--- src/rtl/fetch_sequencer.sv ---
// Instruction-fetch controller: sequences a 1-cycle-latency instruction ROM and
// presents pc/instr/valid to decode, with stall hold and branch-redirect squash.
module fetch_sequencer #(
  parameter int unsigned         XLEN      = 32,
  parameter logic [XLEN-1:0]     RESET_PC  = '0,
  parameter logic [31:0]         INSTR_NOP = 32'h0000_0013
) (
  input  logic            clk,
  input  logic            rst,
  output logic            imem_en,
  output logic [XLEN-1:0] imem_addr,
  input  logic [31:0]     imem_rdata,
  input  logic            stall,
  input  logic            redirect,
  input  logic [XLEN-1:0] redirect_pc,
  output logic            if_valid,
  output logic [XLEN-1:0] if_pc,
  output logic [31:0]     if_instr,
  output logic            misalign_err,
  output logic [31:0]     fetch_count,
  output logic [31:0]     squash_count
);

  localparam int unsigned CNT_W = 32;

  typedef enum logic [1:0] {
    BOOT  = 2'd0,
    RUN   = 2'd1,
    STALL = 2'd2
  } state_t;

  state_t            state, state_n;
  logic [XLEN-1:0]   fetch_pc, fetch_pc_n;
  logic [XLEN-1:0]   req_pc, req_pc_n;
  logic              req_pending, req_pending_n;
  logic              misalign_n;
  logic [CNT_W-1:0]  fetch_count_n, squash_count_n;
  logic [XLEN-1:0]   redirect_addr;
  logic              accept;

  // Decode-facing triple; redirect kills the in-flight (wrong-path) word
  assign if_valid      = ~rst & req_pending & ~redirect;
  assign if_pc         = rst ? RESET_PC : req_pc;
  assign if_instr      = if_valid ? imem_rdata : INSTR_NOP;
  assign accept        = if_valid & ~stall;
  assign redirect_addr = {redirect_pc[XLEN-1:2], 2'b00};

  // Next-state and ROM request; priority rst > redirect > stall
  always_comb begin
    state_n        = state;
    fetch_pc_n     = fetch_pc;
    req_pc_n       = req_pc;
    req_pending_n  = req_pending;
    misalign_n     = misalign_err;
    fetch_count_n  = fetch_count + CNT_W'(accept);
    squash_count_n = squash_count;
    imem_en        = 1'b0;
    imem_addr      = fetch_pc;

    if (rst) begin
      imem_en   = 1'b0;
      imem_addr = RESET_PC;
    end else if (redirect) begin
      imem_en       = 1'b1;
      imem_addr     = redirect_addr;
      fetch_pc_n    = redirect_addr + XLEN'(4);
      req_pc_n      = redirect_addr;
      req_pending_n = 1'b1;
      state_n       = RUN;
      if (req_pending)
        squash_count_n = squash_count + CNT_W'(1);
      if (redirect_pc[1:0] != 2'b00)
        misalign_n = 1'b1;
    end else if (stall && req_pending && (state != BOOT)) begin
      // ROM keeps its output while en=0, so if_instr stays stable
      imem_en = 1'b0;
      state_n = STALL;
    end else begin
      imem_en       = 1'b1;
      imem_addr     = fetch_pc;
      fetch_pc_n    = fetch_pc + XLEN'(4);
      req_pc_n      = fetch_pc;
      req_pending_n = 1'b1;
      state_n       = RUN;
    end
  end

  always_ff @(posedge clk) begin
    if (rst) begin
      state        <= BOOT;
      fetch_pc     <= RESET_PC;
      req_pc       <= RESET_PC;
      req_pending  <= 1'b0;
      misalign_err <= 1'b0;
      fetch_count  <= '0;
      squash_count <= '0;
    end else begin
      state        <= state_n;
      fetch_pc     <= fetch_pc_n;
      req_pc       <= req_pc_n;
      req_pending  <= req_pending_n;
      misalign_err <= misalign_n;
      fetch_count  <= fetch_count_n;
      squash_count <= squash_count_n;
    end
  end

endmodule
--- config.mk ---
export PLATFORM = sky130hd
export DESIGN_NAME = fetch_sequencer
export DESIGN_NICKNAME = d
export VERILOG_FILES = /design/src/rtl/fetch_sequencer.sv
export SDC_FILE = /design/constraint.sdc
export NUM_CORES = 1
export LEC_CHECK = 0
export CAP_MARGIN = 20
export CORE_MARGIN = 1
export CORE_UTILIZATION = 26
export DETAILED_ROUTE_END_ITERATION = 7
export DONT_BUFFER_PORTS = 1
export GPL_TIMING_DRIVEN = 0
export MAX_ROUTING_LAYER = met4
export SLEW_MARGIN = 20
export SYNTH_ARGS = -nofsm -noshare
export SYNTH_HDL_FRONTEND = slang
export SYNTH_SLANG_ARGS = --single-unit
--- constraint.sdc ---
create_clock -name clk -period 3.75 [get_ports clk]
set_clock_uncertainty 0.2 [all_clocks]
set_input_delay 0.9375 -clock clk [delete_from_list [all_inputs] [get_ports clk]]
set_output_delay 0.9375 -clock clk [all_outputs]
set_load 0.05 [all_outputs]
======== Word-level counts from Yosys, hierarchy flattened ========
Index checks and enable logic that the tools add are counted.
word-level totals
  output and inout bits ................... 163
  register bits after elaboration ......... 132
operators by class
  bitwise logic cells ..................... 6
  add/subtract/negate cells ............... 4
  mux-type cells .......................... 15
  reductions and logical operators ........ 7
  eq/ne operators ......................... 1
operators by type and width
  operator               number
  $mux 32                8
  $add 32x3->32 const B  2
  $add 32x1->32          1
  $add 32x1->32 const B  1
  $mux 1                 6
  $reduce_and 2->1       2
  $reduce_bool 2->1      2
  $and 1x1->1            3
  $not 1->1              3
  $logic_and 1x1->1      2
  $mux 2                 1
  $ne 2x2->1 const B     1
  $reduce_or 2->1        1

======== Depth between registers and ports, before layout ========
  word-level depth ........................ 5
  mapped depth ............................ 15
  gate-level depth less buffers ........... 10

======== Worst setup path after synthesis ========
No wires, ideal clock.
  path kind ............................... in2reg
  start ................................... input redirect
  end ..................................... register fetch_count[28]
  arrival ................................. 4.098 ns
  path slack .............................. -0.676 ns
  stages .................................. 15
  cell sequence ........................... buf_6 buf_2 buf_2 buf_1 nor2_1 and2_1 nor2b_1 ha_1 ha_1 and4_1 clkbuf_1 nand4_1 nor4_1 xnor2_1 nor2_1
between the ends
  word-level cells in the longest chain between the ends .. 4
ends and longest elaborated chain
  what                  RTL line  text
  from (decl)           14        input logic redirect,
  $not 1->1             42        assign if_valid = ~rst & req_pending & ~redirect;
  $and 1x1->1           42
  named net if_valid    16        output logic if_valid,
  $and 1x1->1           45        assign accept = if_valid & ~stall;
  $add 32x1->32         55        fetch_count_n = fetch_count + CNT_W'(accept);
  to (signal assigned)  103       fetch_count <= fetch_count_n;
  to (decl)             20        output logic [31:0] fetch_count,
The timed path passes the listed nets, and every way through them passes these cells.
A chain may end at the register's enable or synchronous reset.

======== Worst setup path after layout ========
  start ................................... input rst
  end ..................................... output if_pc[27]
between the ends
  word-level cells in the longest chain between the ends .. 1
ends and longest elaborated chain
  what         RTL line  text
  from (decl)  9         input logic rst,
  $mux 32      43        assign if_pc = rst ? RESET_PC : req_pc;
  to (decl)    17        output logic [XLEN-1:0] if_pc,
Every way passes these cells.

==> qor.csv <==
metric;value;unit
setup_viol;0;
hp-start;fetch_pc[23]$_SDFFE_PP0N_;
layout.nets;945;
synth_area_leaders;dfxtp_1 38%, nor2_1 6.6%, xor2_1 4.4%, mux2i_1 3.7%, xnor2_1 3.6%;
antenna_found_initial;0;
io_pins;231;
slew_viol_final;0;
port_buffers;0;
drive_gt1_share;15.37;%
period_share;99.64;%
grt_pass1_wl;35.40;mm
die_x;163.6;microns
layout_commonest_cell;dfxtp_1;
period_needed;3.737;ns
max_stage_delay;0.80;ns
htree_num_levels;4;
path_buf_inv;3;
postRouteAntennaNets;0;
grt_usage;18.15;%
vias;6488;
fin_ws;0.01342;ns
critical_path_arrival;2.60;ns
whs_endpoint;fetch_pc[23]$_SDFFE_PP0N_;
reg2regPathDepth;5;
powerDensity;443.5;nW/um^2
clock_latency;0.42;ns
via_per_inst;5.336;
area_growth_syn_to_layout;18.92;%
dr.first_iter.drc_count;547;
tritoncts;done;
critPathLaunchType;primary input;
path_max_fanout;10;
total_power;0.003582;W
fp-row-count;58;
hpwl;17.91;mm
avgSynthCellArea;8.028;sq um
pre_cts_slack;-1.074;ns
clk_pin_slew;0.07;ns
worstPathCellList;clkbuf_2 > clkbuf_2 > clkbuf_2 > nor2b_1;
crit_family;buffers and inverters;
synth_flop_cell;dfxtp_1;
max-cap-violations;0;
synthCells;846;
hold_violations;0;
outcome;complete, no violations;
hold_ws;0.2641;ns
start_util;26.74;%
grt_max_degree;17;
drcViolationCount;0;
yosysTopAreaCell;dfxtp_1;
first_pass_iters;7;
rsz0062_at_grt;yes;
ys_ff_latch;128;
r2r_end;squash_count[31]$_SDFFE_PP0P_;
crit_type;primary input to primary output;
crit_path_top_delay_cell;nor2b_1;
n_fill_cell;2679;
async_flop_share;0;%
cp_common_cell;clkbuf_2;
cts_root_buffer;clkbuf_16;
synth_cell_types;53;
core_area;25400;sq um
clock-sinks;128;
numCtsBuffers;17;
hp-class;flip-flop to flip-flop;
cp-end-kind;primary output;
worstMarginPinSlew;1.146;ns
timing.rr.start;squash_count[11]$_SDFFE_PP0P_;
place.gp.congestion;0.8614;
clock.fmax;267.6;MHz
synth_area;6792;sq um
synth-seq-area-share;37.73;%
fp.dieArea;26770;sq um
whs_path_depth;2;
drt-total-wl;24.04;mm
grt_pass1_vias;5902;
final_cell_mix;128 x dfxtp_1, 95 x nor2_1, 63 x nand2_1, 46 x nand3_1, 34 x xor2_1;
routedWlPerCell;19.77;microns
max-vdd-ir-drop;180.9;uV
relSlewSlack;23.58;%
yosys_warnings;0;
gr-total-overflow;0;
synth_top_area_share;37.73;%
fp.dieH;163.6;microns
reg2reg_slack;0.55;ns
synth-edff-count;0;
leakagePower;2.890;nW
cp.required;2.61;ns
cts_buffer_depth;2;
==> repair_timing <==
action | 4_1_cts | 5_1_grt
hold buffers | 0 | 0
gates resized for setup | 37 | 36
setup endpoints to repair | 83 | 70
pin swaps | 0 | 1
setup buffers | 2 | 0
==> worst min-delay path: stages (launching register included) <==
cell and delay [ns]:
dfxtp_1 0.31, nand3_1 0.06, nand2_1 0.05
==> metrics by stage <==
| step | setup TNS, ns | area, sq um | util [%] | instances |
|---|---|---|---|---|
| after floorplan | -0.02884 | 6910 | - | 849 |
| after global placement | -34.19 | 7323 | 28.83 | 1179 |
| after detailed placement | -36.11 | 7332 | 28.87 | 1181 |
| after CTS | -0.006247 | 8013 | 31.55 | 1215 |
| after global routing | -0.4638 | 8074 | 31.79 | 1215 |
| final | 0 | 8077 | 31.80 | 1216 |
==> worst max-delay path by stage <==
| stage | startpoint | end | slack [ns] | cells after the start |
|---|---|---|---|---|
| floorplan | redirect | fetch_count[26]$_SDFF_PP0_ | -0.02 | 15 |
| global placement | redirect | fetch_pc[20]$_SDFFE_PP0N_ | -1.04 | 12 |
| detailed placement | redirect | fetch_pc[20]$_SDFFE_PP0N_ | -1.07 | 12 |
| CTS | rst | imem_addr[31] | -0.006 | 4 |
| global route | rst | imem_addr[7] | -0.04 | 4 |
| finish | rst | if_pc[27] | 0.01 | 4 |
==> synth_stat cells (3+ instances only) <==
master      n
nand2_1    63
o21ai_0    29
or2_2       3
xnor2_1    28
nor4_1      9
and3_1     38
mux2i_1    25
buf_1      13
nand3b_1    8
or3_1      13
nand2b_1    7
o311ai_1    3
nor2b_1    34
nand4_1    33
mux2_2      9
clkbuf_1   34
a32o_1      5
a21boi_0    8
a211oi_1   27
inv_1      12
nor3_1     16
nor2_1    120
or4_1       3
buf_4       4
o211ai_1    4
nand4b_1    8
xor2_1     34
a21oi_1    32
and4_1      8
buf_2       3
and2_1      5
nand3_1    46
a31oi_1     5
ha_1        5
dfxtp_1   128
a22oi_1     5
==> layout make-up <==
type / instances / area, sq um / area share, %
tap: 330 / 412.9 / 5.112
antenna: 1 / 2.502 / 0.03098
buffer: 55 / 286.5 / 3.548
inverter: 13 / 48.80 / 0.6042
clock inverter: 15 / 146.4 / 1.813
timing repair buffer: 4 / 27.53 / 0.3408
multi-input combinational: 653 / 4164 / 51.56
sequential: 128 / 2562 / 31.73
clock buffer: 17 / 425.4 / 5.267
==> state kept, by name, indices dropped and copies added, names as in the netlist <==
name	cells
fetch_count	32
squash_count	32
fetch_pc	30
req_pc	30
state	2
misalign_err	1
req_pending	1
==> report_power, final <==
part           internal, W  leakage (nW)  switching [W]
logic             0.000114          1.57       0.000362
registers          0.00141          1.04      0.0000451
clock network     0.000931         0.276       0.000720
total              0.00245          2.89        0.00113
==> per-layer routing <==
| layer | track usage (%) | wire [microns] | part of all wire, % | vias to the layer above |
|---|---|---|---|---|
| li1 | - | - | - | 3062 |
| met1 | 20.09 | 9410 | 39 | 3098 |
| met2 | 30.12 | 11730 | 49 | 306 |
| met3 | 6.780 | 2516 | 10 | 22 |
| met4 | 5.513 | 376 | 1.6 | 0 |
| met5 | - | 0 | 0 | - |
==> cells by family after synthesis <==
logic type                 count (synthesis)  share of synthesized area, %
buffers and inverters                     68                         4.145
adders and majority gates                  5                        0.9211
xor gates and xnor gates                  62                         7.996
other                                      1                       0.05522
AOI/OAI and AO/OA                        129                         12.25
and+or+nand+nor                          419                         31.72
DFF                                      128                         37.73
muxes                                     34                         5.177
(Power assumes the default switching activity.)
